`src/rtl/msx_cartbus_pkg.sv`:
```
// Shared types and defaults for the MSX cartridge-bus front-end.
package msx_cartbus_pkg;

  // Bus access sequencer states.
  typedef enum logic [2:0] {
    IDLE     = 3'd0,
    WR_REQ   = 3'd1,
    RD_REQ   = 3'd2,
    RD_DRIVE = 3'd3,
    RELEASE  = 3'd4
  } state_t;

  // Value returned to the MSX when the decoder never answers a read.
  localparam logic [7:0] OPEN_BUS_DATA_DEFAULT = 8'hFF;

  // Fewest synchroniser stages that still give a usable MTBF.
  localparam int unsigned SYNC_STAGES_MIN = 2;

endpackage : msx_cartbus_pkg

```
`src/rtl/msx_sync_edge.sv`:
```
// N-stage synchroniser for one asynchronous level, plus a rising-edge
// pulse of the synchronised level.
module msx_sync_edge #(
  parameter int unsigned STAGES = 2
) (
  input  logic clk,
  input  logic i_async,
  output logic o_level,
  output logic o_rise
);

  logic [STAGES-1:0] r_sync;
  logic              r_prev;

  // Shift the pin through the synchroniser chain and keep the last level for edge detection.
  // NOTE: the chain is deliberately not reset -- it must keep tracking the
  // pin through reset so a strobe held across reset is not seen as a new edge.
  always_ff @(posedge clk) begin
    // NOTE: non-blocking assignments so every flop samples the pre-edge value.
    r_sync <= {r_sync[STAGES-2:0], i_async};
    r_prev <= r_sync[STAGES-1];
  end

  assign o_level = r_sync[STAGES-1];
  assign o_rise  = r_sync[STAGES-1] & ~r_prev;

endmodule : msx_sync_edge

```
`src/rtl/msx_cartbus_if.sv`:
```
// MSX cartridge-bus front-end: synchronises the pin strobes, issues one
// valid/ready transaction per access, returns read data on td and drives
// tdir/twait for the level shifter and the Z80 wait line.
module msx_cartbus_if
  import msx_cartbus_pkg::*;
#(
  parameter int unsigned SYNC_STAGES    = 2,
  parameter int unsigned TIMEOUT_CYCLES = 64,
  parameter logic [7:0]  OPEN_BUS_DATA  = OPEN_BUS_DATA_DEFAULT
) (
  input  logic       clk,
  input  logic       reset,
  input  logic       n_ce,
  input  logic       n_twr,
  input  logic       n_trd,
  input  logic [1:0] ta,
  input  logic [7:0] td_in,
  output logic [7:0] td_out,
  output logic       td_oe,
  output logic       tdir,
  output logic       twait,
  output logic       bus_valid,
  input  logic       bus_ready,
  output logic       bus_write,
  output logic [1:0] bus_address,
  output logic [7:0] bus_wdata,
  input  logic [7:0] bus_rdata
);

  localparam int unsigned SYNC_N = (SYNC_STAGES < SYNC_STAGES_MIN) ? SYNC_STAGES_MIN : SYNC_STAGES;
  localparam int unsigned CNT_W  = (TIMEOUT_CYCLES > 1) ? $clog2(TIMEOUT_CYCLES) : 1;
  localparam logic [CNT_W-1:0] TCNT_LAST = CNT_W'(TIMEOUT_CYCLES - 1);

  // Synchronised strobes, expressed in their active (asserted = 1) sense.
  logic w_ce_act,  w_ce_rise;
  logic w_twr_act, w_twr_rise;
  logic w_trd_act, w_trd_rise;

  msx_sync_edge #(.STAGES(SYNC_N)) u_sync_ce (
    .clk     (clk),
    .i_async (~n_ce),
    .o_level (w_ce_act),
    .o_rise  (w_ce_rise)
  );

  msx_sync_edge #(.STAGES(SYNC_N)) u_sync_twr (
    .clk     (clk),
    .i_async (~n_twr),
    .o_level (w_twr_act),
    .o_rise  (w_twr_rise)
  );

  msx_sync_edge #(.STAGES(SYNC_N)) u_sync_trd (
    .clk     (clk),
    .i_async (~n_trd),
    .o_level (w_trd_act),
    .o_rise  (w_trd_rise)
  );

  // An access term rises when both its inputs are now active and at least
  // one of them has just become active.
  logic w_wr_act, w_rd_act, w_wr_rise, w_rd_rise;
  assign w_wr_act  = w_ce_act & w_twr_act;
  assign w_rd_act  = w_ce_act & w_trd_act;
  assign w_wr_rise = w_wr_act & (w_ce_rise | w_twr_rise);
  assign w_rd_rise = w_rd_act & (w_ce_rise | w_trd_rise);

  state_t           r_state,       w_state_nxt;
  logic             r_bus_valid,   w_bus_valid_nxt;
  logic             r_bus_write,   w_bus_write_nxt;
  logic [1:0]       r_bus_address, w_bus_address_nxt;
  logic [7:0]       r_bus_wdata,   w_bus_wdata_nxt;
  logic [7:0]       r_td_out,      w_td_out_nxt;
  logic             r_td_oe,       w_td_oe_nxt;
  logic             r_tdir,        w_tdir_nxt;
  logic             r_twait,       w_twait_nxt;
  logic [CNT_W-1:0] r_tcnt,        w_tcnt_nxt;
  // Sticky: a write strobe arrived while the previous write was still pending.
  logic             r_wr_overrun,  w_wr_overrun_nxt;

  // Next-state and next-output decode for the access sequencer.
  always_comb begin
    // NOTE: every target gets a hold-value default first so no path infers a latch.
    w_state_nxt       = r_state;
    w_bus_valid_nxt   = r_bus_valid;
    w_bus_write_nxt   = r_bus_write;
    w_bus_address_nxt = r_bus_address;
    w_bus_wdata_nxt   = r_bus_wdata;
    w_td_out_nxt      = r_td_out;
    w_td_oe_nxt       = r_td_oe;
    w_tdir_nxt        = r_tdir;
    w_twait_nxt       = r_twait;
    w_tcnt_nxt        = r_tcnt;
    w_wr_overrun_nxt  = r_wr_overrun;

    unique case (r_state)
      IDLE: begin
        // Write has priority when both strobes appear in the same cycle.
        if (w_wr_rise) begin
          w_bus_address_nxt = ta;
          w_bus_wdata_nxt   = td_in;
          w_bus_write_nxt   = 1'b1;
          w_bus_valid_nxt   = 1'b1;
          w_state_nxt       = WR_REQ;
        end else if (w_rd_rise) begin
          w_bus_address_nxt = ta;
          w_bus_write_nxt   = 1'b0;
          w_bus_valid_nxt   = 1'b1;
          w_twait_nxt       = 1'b1;
          w_tcnt_nxt        = '0;
          w_state_nxt       = RD_REQ;
        end
      end

      WR_REQ: begin
        if (w_wr_rise) begin
          w_wr_overrun_nxt = 1'b1;
        end
        if (bus_ready) begin
          w_bus_valid_nxt = 1'b0;
          w_state_nxt     = RELEASE;
        end
      end

      RD_REQ: begin
        if (bus_ready || (r_tcnt == TCNT_LAST)) begin
          w_td_out_nxt    = bus_ready ? bus_rdata : OPEN_BUS_DATA;
          w_td_oe_nxt     = 1'b1;
          w_tdir_nxt      = 1'b1;
          w_twait_nxt     = 1'b0;
          w_bus_valid_nxt = 1'b0;
          w_state_nxt     = RD_DRIVE;
        end else begin
          // Below TCNT_LAST here, so the increment can never wrap.
          w_tcnt_nxt = r_tcnt + 1'b1;
        end
      end

      RD_DRIVE: begin
        // Release the data pins first; the direction flips a cycle later.
        if (!w_rd_act) begin
          w_td_oe_nxt = 1'b0;
          w_state_nxt = RELEASE;
        end
      end

      RELEASE: begin
        w_tdir_nxt = 1'b0;
        if (!w_wr_act && !w_rd_act) begin
          w_state_nxt = IDLE;
        end
      end

      default: begin
        w_state_nxt = IDLE;
      end
    endcase
  end

  // State and output registers with synchronous reset.
  always_ff @(posedge clk) begin
    if (reset) begin
      r_state       <= IDLE;
      r_bus_valid   <= 1'b0;
      r_bus_write   <= 1'b0;
      r_bus_address <= '0;
      r_bus_wdata   <= '0;
      r_td_out      <= 8'hFF;
      r_td_oe       <= 1'b0;
      r_tdir        <= 1'b0;
      r_twait       <= 1'b0;
      r_tcnt        <= '0;
      r_wr_overrun  <= 1'b0;
    end else begin
      r_state       <= w_state_nxt;
      r_bus_valid   <= w_bus_valid_nxt;
      r_bus_write   <= w_bus_write_nxt;
      r_bus_address <= w_bus_address_nxt;
      r_bus_wdata   <= w_bus_wdata_nxt;
      r_td_out      <= w_td_out_nxt;
      r_td_oe       <= w_td_oe_nxt;
      r_tdir        <= w_tdir_nxt;
      r_twait       <= w_twait_nxt;
      r_tcnt        <= w_tcnt_nxt;
      r_wr_overrun  <= w_wr_overrun_nxt;
    end
  end

  assign bus_valid   = r_bus_valid;
  assign bus_write   = r_bus_write;
  assign bus_address = r_bus_address;
  assign bus_wdata   = r_bus_wdata;
  assign td_out      = r_td_out;
  assign td_oe       = r_td_oe;
  assign tdir        = r_tdir;
  assign twait       = r_twait;

endmodule : msx_cartbus_if

```
`config.mk`:
```
export PLATFORM = sky130hd
export DESIGN_NAME = msx_cartbus_if
export DESIGN_NICKNAME = d
export VERILOG_FILES = /design/src/rtl/msx_cartbus_pkg.sv /design/src/rtl/msx_sync_edge.sv /design/src/rtl/msx_cartbus_if.sv
export SDC_FILE = /design/constraint.sdc
export NUM_CORES = 1
export LEC_CHECK = 0
export BUFFER_PORTS_ARGS = -buffer_cell sky130_fd_sc_hd__buf_2
export CAP_MARGIN = 15
export CORE_UTILIZATION = 25
export DETAILED_ROUTE_END_ITERATION = 10
export PLACE_DENSITY = 0.46
export SYNTH_ARGS = -nofsm -noshare
export SYNTH_HDL_FRONTEND = slang
export SYNTH_SLANG_ARGS = --single-unit
```
`constraint.sdc`:
```
create_clock -name clk -period 3.19 [get_ports clk]
set_clock_uncertainty 0.2 [all_clocks]
set_input_delay 0.1595 -clock clk [delete_from_list [all_inputs] [get_ports clk]]
set_output_delay 0.1595 -clock clk [all_outputs]
set_load 0.02 [all_outputs]
```
* Word level (Yosys, flattened, before mapping) *
Cells that the tools add are included.

operators by class
  bitwise logic cells = 15
  equality and inequality tests = 13
  mux-type cells = 27
  reductions and logical operators = 19
  $add $sub $neg = 1

operator list
  operator                                                         number
  3-bit two-way mux                                                6
  6-bit two-way mux                                                3
  3-bit one-hot mux with 5 select lines                            1
  2-bit inequality test, second input constant                     7
  6-bit one-hot mux with 2 select lines                            1
  4-bit AND reduction                                              3
  1-bit two-way mux                                                9
  8-bit two-way mux                                                1
  2-bit AND reduction                                              4
  2-bit nonzero test                                               4
  1-bit AND                                                        7
  6-bit by 1-bit adder with 6-bit output, second input constant    1
  3-bit by 2-bit == test with 1-bit output, second input constant  2
  6-bit == test, second input constant                             1
  1-bit NOT                                                        6
  1-bit one-hot mux with 2 select lines                            3
  5-bit AND reduction                                              1
  2-bit two-way mux                                                2
  3-bit by 1-bit == test with 1-bit output, second input constant  1
  3-bit == test, second input constant                             1
  3-bit zero test                                                  1
  3-bit inequality test, second input constant                     1
  1-bit one-hot mux with 3 select lines                            1
  3-bit AND reduction                                              1
  5 further kinds                                                  7

storage, ports and cells
  output and inout bits = 23
  bits in registers = 41

* Longest topological paths before layout *
Gate-level depths: netlist of run 1.

  depth in word-level cells = 7
  gate-level depth with buffers = 5
  mapped depth without buffers = 5

* Hierarchy *
Synthesis of run 1 repeated with hierarchy kept, for this count alone.

unflattened totals
  cells, all modules = 173
  area, all modules = 1666.6 µm²

modules (own cells, without submodules)
  module          sequential area each (µm²)  area an instance (µm²)  instances  cells each
  msx_cartbus_if  640.6                       1445.1                  1          161
  msx_sync_edge   60.1                        73.8                    3          4

* Least setup slack after synthesis of run 1 *
Ideal clock, no wire load.

  path type = reg2reg
  start point = register r_tcnt[0]
  end point = register r_td_out[0] (netlist: td_out[0])
  cell stages (with the launch flop) = 6
  clock period less this slack = 1752 ps
  path buffers = 0
  arrival time = 1435 ps
  slack = 1438 ps
  data required time = 2873 ps
  path through = dfxtp_1 ha_1 and3_1 a31oi_1 o21bai_2 o22a_1

on the way
  cells in the longest elaborated chain, start to end = 3

RTL lines
  element                               RTL line               RTL
  start: declaration                    msx_cartbus_if.sv:77   logic [CNT_W-1:0] r_tcnt, w_tcnt_nxt;
  start signal: assignment              msx_cartbus_if.sv:184  r_tcnt <= w_tcnt_nxt;
  6-bit == test                         msx_cartbus_if.sv:126  if (bus_ready || (r_tcnt == TCNT_LAST)) begin
  1-bit logical OR                      msx_cartbus_if.sv:126
  2-bit AND reduction (no source line)  --
  end signal: assignment                msx_cartbus_if.sv:180  r_td_out <= w_td_out_nxt;
  end: declaration                      msx_cartbus_if.sv:73   logic [7:0] r_td_out, w_td_out_nxt;

No other way between the ends.
A chain may end at the register's enable or synchronous reset.

* Worst setup path in the final report of run 1 *
  start point = register r_state[1]
  end point = register r_td_out[3] (netlist: td_out[3])

on the way
  cells in the longest elaborated chain, start to end = 2

RTL lines
  element                                   RTL line               RTL
  start: declaration                        msx_cartbus_if.sv:68   state_t r_state, w_state_nxt;
  start signal: assignment                  msx_cartbus_if.sv:175  r_state <= w_state_nxt;
  3-bit by 2-bit == test with 1-bit output  msx_cartbus_if.sv:96   unique case (r_state)
  2-bit AND reduction (no source line)      --

No other way between the ends.

==> results of run 1 <==
## repair_timing
action                                  CTS  global route
endpoints found under the hold margin    21             0
endpoints found under the setup margin    0             0
hold buffers                             21             0
## power breakdown
group          leakage, uW  switching [uW]  internal (uW)
combinational     0.000488             153            111
clock            0.0000574             183            254
sequential        0.000336            45.9            554
## routing by layer
layer  track usage  up-vias  wire [microns]
li1              -      805               -
met1         0.161      734            2000
met2         0.211       38            1930
met3        0.0413        5             221
met4        0.0282        0              38
met5             0        -               0
## flip-flops by register name, summed over array words and instances (netlist names)
signal / cells
tdir: 1
twait: 1
bus_wdata: 8
u_sync_trd.r_prev: 1
u_sync_twr.r_prev: 1
td_out: 8
u_sync_twr.r_sync: 2
r_state: 3
bus_write: 1
r_tcnt: 6
bus_address: 2
td_oe: 1
u_sync_trd.r_sync: 2
u_sync_ce.r_prev: 1
bus_valid: 1
u_sync_ce.r_sync: 2
## critical path, stage by stage, from the launching register on
cell and delay, ps:
sky130_fd_sc_hd__dfxtp_1 650, sky130_fd_sc_hd__or3b_1 480, sky130_fd_sc_hd__nor2_1 190, sky130_fd_sc_hd__nand2_1 240, sky130_fd_sc_hd__o22a_1 270
## Yosys cell counts (all sizes together), types with 3 or more instances
master / n / area, sq um
a211oi: 3 / 27.5
a21oi: 14 / 70.1
a31oi: 5 / 31.3
and2: 4 / 25.0
buf: 5 / 25.0
clkbuf: 6 / 22.5
dfxtp: 41 / 821
inv: 7 / 26.3
nand2: 18 / 67.6
nand2b: 3 / 18.8
nand3: 15 / 75.1
nand3b: 3 / 22.5
nor2: 9 / 33.8
o2111ai: 3 / 26.3
o21ai: 7 / 35.0
o22a: 8 / 70.1
o31ai: 3 / 22.5
## logic make-up after synthesis
kind of cell | Yosys count | share of synthesized area
AND/OR/NAND/NOR | 66 | 0.213
AO/OA/AOI/OAI | 59 | 0.250
flip-flops | 41 | 0.486
buffers and inverters | 18 | 0.0437
adder cells (fa/ha/maj) | 1 | 0.00741
## per-stage QoR
stage	setup slack (ps)	std cells	utilization	hold WS, ps	instance area [sq um]
after global placement	1090	298	0.307	109	1970
after floorplan	1440	185	-	16.0	1690
after CTS	1050	327	0.359	108	2300
final	1060	327	0.359	115	2300
after global routing	860	327	0.359	146	2300
after detailed placement	1070	298	0.307	110	1970
## layout make-up
type / count / area, sq um / share of cell area
well taps: 77 / 96.3 / 0.0418
clock inverters: 2 / 37.5 / 0.0163
inverters: 7 / 26.3 / 0.0114
repair buffers: 68 / 448 / 0.194
multi-input cells: 126 / 793 / 0.344
flip-flops and latches: 41 / 821 / 0.356
clock buffers: 6 / 82.6 / 0.0358
## how the worst max path moves through the flow
stage,start,cells after the start,end,slack (ps)
after global routing,r_state[1],4,td_out[2],860
after global placement,r_state[1],4,td_out[1],1090
after CTS,r_tcnt[0],5,td_out[3],1050
final,r_state[1],4,td_out[3],1060
after floorplan,r_tcnt[0],5,td_out[0],1440
after detailed placement,r_state[1],4,td_out[3],1070
==> impl_metrics.env, run 1 <==
export IMPL_run_status="finished with violations"
export IMPL_violated_checks="design-rule violations"
export IMPL_post_cts_resized=0
export IMPL_die_width_microns=84.2
export IMPL_worstPathMaxFanout=17
export IMPL_tritoncts="done"
export IMPL_drt_drc_violations_left=4
export IMPL_cts_root_buf="sky130_fd_sc_hd__clkbuf_8"
export IMPL_yosysUniqueCellTypes=46
export IMPL_totalNegativeSetupSlack_ps=0
export IMPL_number_of_cells_on_the_worst_reg_to_reg_path=4
export IMPL_crit_path_start_kind="flop"
export IMPL_crit_reg2reg_launch="r_state[1]"
export IMPL_core_area_sq_mm=0.00642
export IMPL_r2r_slack_ps=1060
export IMPL_worstSetupEndpointType="flop"
export IMPL_dp_final_hpwl_microns=2870
export IMPL_timing_hold_worst_class="input pin to flop"
export IMPL_slew_limit_headroom=0.638
export IMPL_post_cts_setup_buffer_count=0
export IMPL_setup_worst_path_class="flop to flop"
export IMPL_diodes=0
export IMPL_largest_net_degree_at_the_start_of_global_routing=28
export IMPL_dr_first_iter_drc_count=117
export IMPL_clk_latency_ps=300
export IMPL_grt_pass1_vias=1486
export IMPL_area_delta_synth_final_pct=36.5
export IMPL_route_antenna_remaining_nets=0
export IMPL_antenna_violations_before_repair=0
export IMPL_fraction_of_layout_cells_with_a_size_suffix_above_1=0.244
export IMPL_cts_bufs_inserted=5
export IMPL_routed_via_count=1582
export IMPL_num_io_pins=47
export IMPL_final_hold_violation_count=0
export IMPL_clock_fmax_ghz=0.470
export IMPL_synth_cells=185
export IMPL_critPathArrivalTime_ps=2120
export IMPL_post_layout_min_period_ps=2130
export IMPL_avgRoutedWirePerCell_microns=12.8
export IMPL_chipHeight_microns=84.2
export IMPL_syn_area_per_cell_sq_um=9.12
export IMPL_yosysWarnings=0
export IMPL_syn_num_nets=210
export IMPL_wirelength_microns=4200
export IMPL_vdd_ir_drop_worst_uv=286
export IMPL_synth_enable_flop_cells=0
export IMPL_design_die_area_sq_mm=0.00708
export IMPL_grt_remaining_overflow=0
export IMPL_rsz_0062_raised_after_global_routing="false"
export IMPL_power_density_mw_per_mm2=564
export IMPL_total_of_fill_cells_in_the_finished_design=667
export IMPL_initial_core_util=0.263
export IMPL_async_reset_ff_frac=0
export IMPL_maxSlewViolCount=0
export IMPL_finalSetupViolCount=0
export IMPL_placement_io_buffers=46
export IMPL_mappedNetlistArea_sq_mm=0.00169
export IMPL_worstHoldEndpoint="td_oe"
export IMPL_floorplan_row_count=29
export IMPL_holdPathStages=2
export IMPL_synth_main_ff_cell="sky130_fd_sc_hd__dfxtp_1"
export IMPL_cap_violations=0
export IMPL_synth_seq_area_share=0.486
export IMPL_p_total_uw=1300
export IMPL_leakagePower_uw=0.000882
export IMPL_number_of_flip_flops_and_latches_in_the_synthesized_netlist=41
export IMPL_critical_path_required_ps=3190
export IMPL_hold_path_startpoint="reset"
export IMPL_vias_per_cell=4.84
export IMPL_gp_congestion=0.769
export IMPL_layout_nets=274
export IMPL_most_common_cell_after_layout_fill_and_taps_aside="sky130_fd_sc_hd__buf_2"
export IMPL_layout_common_cells="sky130_fd_sc_hd__buf_2 (46), sky130_fd_sc_hd__dfxtp_1 (41), sky130_fd_sc_hd__dlygate4sd3_1 (21)"
export IMPL_worstMarginPinSlew_ps=539
export IMPL_drt_pre_antenna_iters=7
export IMPL_grt_total_usage=0.127
export IMPL_rr_endpoint="td_out[3]"
export IMPL_post_route_period_util=0.667
export IMPL_clk_pin_slew_worst_paths_ps=80
export IMPL_grt_first_pass_wirelength_microns=7050
export IMPL_max_clock_path_buffers=2
export IMPL_cts_sinks=41
export IMPL_maximum_level_of_the_cts_h_tree=2
Note: power is estimated with default switching activity, not from simulation.
==> run 2, diff against run 1 <==
--- a/config.mk
+++ b/config.mk
@@ -5,6 +5,7 @@
 export SDC_FILE = /design/constraint.sdc
 export NUM_CORES = 1
 export LEC_CHECK = 0
+export ABC_AREA = 1
 export BUFFER_PORTS_ARGS = -buffer_cell sky130_fd_sc_hd__buf_2
 export CAP_MARGIN = 15
 export CORE_UTILIZATION = 25
==> constraint.sdc (replaced) <==
create_clock -name clk -period 2.1 [get_ports clk]
set_clock_uncertainty 0.2 [all_clocks]
set_input_delay 0.105 -clock clk [delete_from_list [all_inputs] [get_ports clk]]
set_output_delay 0.105 -clock clk [all_outputs]
set_load 0.02 [all_outputs]
==> impl_metrics.env, run 2 <==
export IMPL_tritoncts="done"
export IMPL_cts_root_buf="sky130_fd_sc_hd__clkbuf_8"
export IMPL_clk_latency_ps=300
export IMPL_dp_final_hpwl_microns=2710
export IMPL_total_of_fill_cells_in_the_finished_design=666
export IMPL_ranking_of_synthesized_cells_by_area="sky130_fd_sc_hd__dfxtp_1 (49%), sky130_fd_sc_hd__nor2_1 (9.0%), sky130_fd_sc_hd__nand2_1 (8.5%)"
export IMPL_p_total_uw=2630
export IMPL_slew_limit_headroom=0.755
export IMPL_design_die_area_sq_mm=0.00701
export IMPL_maxSlewViolCount=0
export IMPL_initial_core_util=0.261
export IMPL_post_layout_min_period_ps=1780
export IMPL_diodes=0
export IMPL_maximum_level_of_the_cts_h_tree=2
export IMPL_run_status="finished clean"
export IMPL_syn_area_per_cell_sq_um=7.69
export IMPL_post_cts_resized=0
export IMPL_synth_cells=217
export IMPL_finalSetupViolCount=0
export IMPL_number_of_flip_flops_and_latches_in_the_synthesized_netlist=41
export IMPL_drt_pre_antenna_iters=3
export IMPL_largest_net_degree_at_the_start_of_global_routing=18
export IMPL_yosys_top_cells_count="sky130_fd_sc_hd__dfxtp_1 (41), sky130_fd_sc_hd__nor2_1 (40), sky130_fd_sc_hd__nand2_1 (38), sky130_fd_sc_hd__o21ai_0 (24), sky130_fd_sc_hd__nand3_1 (18)"
export IMPL_place_detailed_instances=337
export IMPL_post_cts_setup_buffer_count=0
export IMPL_yosysUniqueCellTypes=25
export IMPL_clock_fmax_ghz=0.562
export IMPL_worstMarginPinSlew_ps=368
export IMPL_mappedNetlistArea_sq_mm=0.00167
export IMPL_chipHeight_microns=83.7
export IMPL_cap_violations=0
export IMPL_clk_pin_slew_worst_paths_ps=90
export IMPL_route_antenna_remaining_nets=0
export IMPL_rsz_0062_raised_after_global_routing="false"
export IMPL_drt_drc_violations_left=0
export IMPL_vias_per_cell=4.22
export IMPL_power_density_mw_per_mm2=1140
export IMPL_antenna_violations_before_repair=0
export IMPL_most_common_cell_after_layout_fill_and_taps_aside="sky130_fd_sc_hd__buf_2"
export IMPL_leakagePower_uw=0.00112
export IMPL_placement_setup_worst_slack_ps=357
export IMPL_grt_total_usage=0.123
export IMPL_synth_enable_flop_cells=0
export IMPL_hold_slack_ps=133
export IMPL_fraction_of_layout_cells_with_a_size_suffix_above_1=0.255
export IMPL_area_delta_synth_final_pct=38.6
export IMPL_die_width_microns=83.7
export IMPL_grt_first_pass_wirelength_microns=6870
export IMPL_synth_top_cell_by_area="sky130_fd_sc_hd__dfxtp_1"
export IMPL_totalNegativeSetupSlack_ps=0
export IMPL_avgRoutedWirePerCell_microns=11.1
export IMPL_synth_main_ff_cell="sky130_fd_sc_hd__dfxtp_1"
export IMPL_num_io_pins=47
export IMPL_timing_hold_worst_class="flop to flop"
export IMPL_synthMostInstantiatedCell="sky130_fd_sc_hd__dfxtp_1"
export IMPL_post_route_worst_setup_slack_ps=321
export IMPL_final_hold_violation_count=0
export IMPL_netlist_area_leader_share=0.492
export IMPL_dr_first_iter_drc_count=71
export IMPL_instances_no_fill=367
export IMPL_setup_worst_path_class="flop to flop"
export IMPL_crit_path_start_kind="flop"
export IMPL_grt_pass1_vias=1538
export IMPL_worstSetupEndpointType="flop"
export IMPL_synth_seq_area_share=0.492
export IMPL_cts_sinks=41
export IMPL_post_route_period_util=0.847
export IMPL_floorplan_row_count=29
export IMPL_async_reset_ff_frac=0
export IMPL_layout_common_cells="sky130_fd_sc_hd__buf_2 (46), sky130_fd_sc_hd__dfxtp_1 (41), sky130_fd_sc_hd__nor2_1 (40)"
export IMPL_core_area_sq_mm=0.00639
export IMPL_critical_path_required_ps=2140
export IMPL_grt_remaining_overflow=0
export IMPL_vdd_ir_drop_worst_uv=411
export IMPL_wirelength_microns=4070
export IMPL_placement_io_buffers=46
export IMPL_routed_via_count=1550
export IMPL_worstPathMaxFanout=9
export IMPL_layout_nets=314
export IMPL_critPathArrivalTime_ps=1810
export IMPL_max_clock_path_buffers=2
export IMPL_syn_num_nets=242
export IMPL_r2r_slack_ps=320
export IMPL_cts_bufs_inserted=5
export IMPL_gp_congestion=0.778
export IMPL_yosysWarnings=0
==> run 2: cell count changes after synthesis, sizes merged, moves of 5 or more <==
| cell | previous run | this run |
|---|---|---|
| nor2 | 9 | 43 |
| nand2 | 18 | 42 |
| o21ai | 7 | 25 |
| inv | 7 | 20 |
| o22a | 8 | 0 |
| nand3 | 15 | 21 |
| a31oi | 5 | 0 |
==> run 2: power by group <==
part           switching [uW]  total [uW]  leakage, uW  internal (uW)
clock                     293         649    0.0000543            356
sequential                101        1030     0.000338            925
combinational             608         957     0.000729            349
total                    1000        2630      0.00112           1630
==> run 2: layout make-up <==
cell class              count  area (sq um)  area share
repair buffers             71           473       0.204
flip-flops and latches     41           821       0.355
clock inverters             3          46.3      0.0200
clock buffers               5          68.8      0.0297
inverters                  21          82.6      0.0357
well taps                  77          96.3      0.0416
multi-input cells         149           726       0.314
==> run 2: logic make-up after synthesis <==
kind of cell / share of synthesized area
simple gates: 0.307
flops: 0.492
compound gates: 0.121
buf+inv: 0.0735
fa+ha+maj: 0.00750
==> run 2: final timing paths <==
| path | start | to | cells after the start |
|---|---|---|---|
| worst max-delay path | r_tcnt[0] | td_out[0] | 7 |
| worst min-delay path | u_sync_trd.r_sync[0] | u_sync_trd.r_sync[1] | 0 |
| worst max register to register | r_tcnt[0] | td_out[0] | 7 |
| worst min register to register | u_sync_trd.r_sync[0] | u_sync_trd.r_sync[1] | 0 |
==> run 2: repair_timing <==
action                                  in CTS  in global routing
endpoints found under the hold margin       26                  0
endpoints found under the setup margin       0                  0
hold buffers                                22                  0
==> run 2: stage by stage <==
stage,util,instance area (sq um)
3_3_place_gp,0.310,1980
3_5_place_dp,0.310,1980
6_report,0.362,2310
5_1_grt,0.362,2310
2_1_floorplan,-,1670
4_1_cts,0.362,2310
==> run 2: per-layer routing <==
metal  up-vias  GRT usage  part of all wire
met3         5     0.0326             0.037
met5         -          0                 0
met2        30      0.208              0.47
li1        836          -                 -
met4         0     0.0555             0.016
met1       679      0.144              0.48
==> run 2: worst max-delay path: stages (launching register included) <==
cell and delay [ps]:
sky130_fd_sc_hd__dfxtp_1 380, sky130_fd_sc_hd__ha_1 210, sky130_fd_sc_hd__nand3_1 120, sky130_fd_sc_hd__o21ai_0 200, sky130_fd_sc_hd__nand2_1 160, sky130_fd_sc_hd__inv_1 240, sky130_fd_sc_hd__o21ai_0 130, sky130_fd_sc_hd__nand3_1 80
==> run 3, diff against run 2 <==
--- a/config.mk
+++ b/config.mk
@@ -5,12 +5,12 @@
 export SDC_FILE = /design/constraint.sdc
 export NUM_CORES = 1
 export LEC_CHECK = 0
-export ABC_AREA = 1
+export ABC_AREA = 0
 export BUFFER_PORTS_ARGS = -buffer_cell sky130_fd_sc_hd__buf_2
 export CAP_MARGIN = 15
 export CORE_UTILIZATION = 25
 export DETAILED_ROUTE_END_ITERATION = 10
-export PLACE_DENSITY = 0.46
+export PLACE_DENSITY = 0.48
 export SYNTH_ARGS = -nofsm -noshare
 export SYNTH_HDL_FRONTEND = slang
 export SYNTH_SLANG_ARGS = --single-unit
==> constraint.sdc (replaced) <==
create_clock -name clk -period 1.48 [get_ports clk]
set_clock_uncertainty 0.2 [all_clocks]
set_input_delay 0.074 -clock clk [delete_from_list [all_inputs] [get_ports clk]]
set_output_delay 0.074 -clock clk [all_outputs]
set_load 0.02 [all_outputs]
==> impl_metrics.env, run 3 (synthesis results as in run 1) <==
export IMPL_run_status="finished with violations"
export IMPL_violated_checks="design-rule violations, negative setup slack"
export IMPL_wirelength_microns=4780
export IMPL_leakagePower_uw=0.00111
export IMPL_most_common_cell_after_layout_fill_and_taps_aside="sky130_fd_sc_hd__buf_2"
export IMPL_cpPeakStageDelay_ps=570
export IMPL_internal_power_uw=2040
export IMPL_core_area_sq_mm=0.00642
export IMPL_clk_pin_slew_worst_paths_ps=80
export IMPL_cap_violations=0
export IMPL_gp_congestion=0.776
export IMPL_cts_sinks=41
export IMPL_max_clock_path_buffers=2
export IMPL_drt_drc_violations_left=6
export IMPL_multi_input_area_sq_um=966
export IMPL_clock_fmax_ghz=0.607
export IMPL_setup_worst_path_class="flop to flop"
export IMPL_regArea_sq_um=833
export IMPL_p_total_uw=2970
export IMPL_layout_common_cells="sky130_fd_sc_hd__buf_2 (47), sky130_fd_sc_hd__dfxtp_1 (35), sky130_fd_sc_hd__buf_4 (33)"
export IMPL_clock_power_share=0.262
export IMPL_diodes=0
export IMPL_cts_bufs_inserted=5
export IMPL_grt_remaining_overflow=0
export IMPL_grt_pass1_vias=1653
export IMPL_timing_hold_worst_class="input pin to flop"
export IMPL_post_layout_min_period_ps=1650
export IMPL_clk_latency_ps=300
export IMPL_critPathArrivalTime_ps=1670
export IMPL_dp_final_hpwl_microns=3290
export IMPL_share_seq_of_total_power=0.427
export IMPL_crit_path_start_kind="flop"
export IMPL_worstSetupEndpointType="flop"
export IMPL_dr_first_iter_drc_count=79
export IMPL_route_antenna_remaining_nets=0
export IMPL_floorplan_row_count=29
export IMPL_routed_via_count=1740
export IMPL_tritoncts="done"
export IMPL_critical_path_required_ps=1500
export IMPL_placement_io_buffers=46
export IMPL_area_delta_synth_final_pct=64.0
export IMPL_grt_first_pass_wirelength_microns=7980
export IMPL_postLayoutCoreUtil=0.431
export IMPL_post_route_period_util=1.11
export IMPL_grt_total_usage=0.143
export IMPL_avgRoutedWirePerCell_microns=13.1
export IMPL_largest_net_degree_at_the_start_of_global_routing=27
export IMPL_worstMarginPinSlew_ps=312
export IMPL_post_route_worst_setup_slack_ps=-168
export IMPL_layout_nets=313
export IMPL_cts_root_buf="sky130_fd_sc_hd__clkbuf_8"
export IMPL_initial_core_util=0.263
export IMPL_worstPathMaxFanout=5
export IMPL_die_width_microns=84.2
export IMPL_finalSetupViolCount=19
export IMPL_total_net_switching_power_uw=938
export IMPL_cpMaxStageDelayCell="sky130_fd_sc_hd__or4b_4"
export IMPL_vias_per_cell=4.75
export IMPL_power_density_mw_per_mm2=1070
export IMPL_drt_pre_antenna_iters=7
export IMPL_fraction_of_layout_cells_with_a_size_suffix_above_1=0.443
export IMPL_combPwrFrac=0.311
export IMPL_rsz_0062_raised_after_global_routing="true"
export IMPL_antenna_violations_before_repair=0
export IMPL_crit_path_cell_trace="or4b_4, a311oi_2, o21ai_1, a31oi_1"
export IMPL_netSwitchingFraction=0.316
export IMPL_maximum_level_of_the_cts_h_tree=2
export IMPL_maxSlewViolCount=0
export IMPL_total_of_fill_cells_in_the_finished_design=654
export IMPL_chipHeight_microns=84.2
export IMPL_vdd_ir_drop_worst_uv=646
export IMPL_hold_slack_ps=71.3
export IMPL_final_hold_violation_count=0
export IMPL_num_io_pins=47
export IMPL_design_die_area_sq_mm=0.00708
export IMPL_slew_limit_headroom=0.792
-- run 3: area by class of cell --
class                           instances  share of cell area
Tap cell                               77              0.0348
Multi-Input combinational cell        127               0.349
Sequential cell                        41               0.301
Timing Repair Buffer                  106               0.271
Clock buffer                            6              0.0298
Clock inverter                          2             0.00497
Inverter                                7             0.00949
-- run 3: timing repair --
action	4_1_cts	5_1_grt
cloned	1	1
buffers inserted	2	2
endpoints found under the setup margin	31	32
hold buffers	21	0
pin swaps	5	4
endpoints found under the hold margin	21	0
gates resized for setup	12	14
-- run 3: worst max-delay path, delay by kind of cell, from the launching register on --
kind,cells,cell delay [ps]
AND/OR/NAND/NOR,1,570
AO/OA/AOI/OAI,3,460
flip-flops,1,350
-- run 3: power groups by stage --
stage	Combinational [uW]	Sequential [uW]	Clock, uW
6_report	926	1270	779
5_1_grt	1000	1280	857
4_1_cts	891	1270	808
3_5_place_dp	779	1290	0
3_3_place_gp	791	1290	0
2_1_floorplan	399	1350	0
-- run 3: metrics by stage --
stage / setup TNS, ps / area (sq um) / setup WS, ps / std cells
2_1_floorplan: -1000 / 1800 / -92.2 / 185
5_1_grt: -4240 / 2770 / -260 / 366
3_5_place_dp: -3810 / 2320 / -184 / 331
4_1_cts: -2370 / 2690 / -165 / 363
6_report: -2500 / 2770 / -168 / 366
3_3_place_gp: -3560 / 2320 / -148 / 331
-- run 3: path summary, 6_finish.rpt --
kind,from,to,cells past startpoint,slack (ps)
worst max register to register,r_state[2],r_tcnt[0],4,-170
worst min register to register,u_sync_trd.r_sync[0],u_sync_trd.r_sync[1],0,130
worst max-delay path,r_state[2],r_tcnt[0],4,-170
worst min-delay path,reset,r_tcnt[0],5,70
-- run 3: per-layer routing --
layer,track usage,up-vias,share of wire
li1,-,892,-
met1,0.190,801,0.50
met2,0.231,42,0.45
met3,0.0374,5,0.043
met4,0.0392,0,0.0090
met5,0,-,0
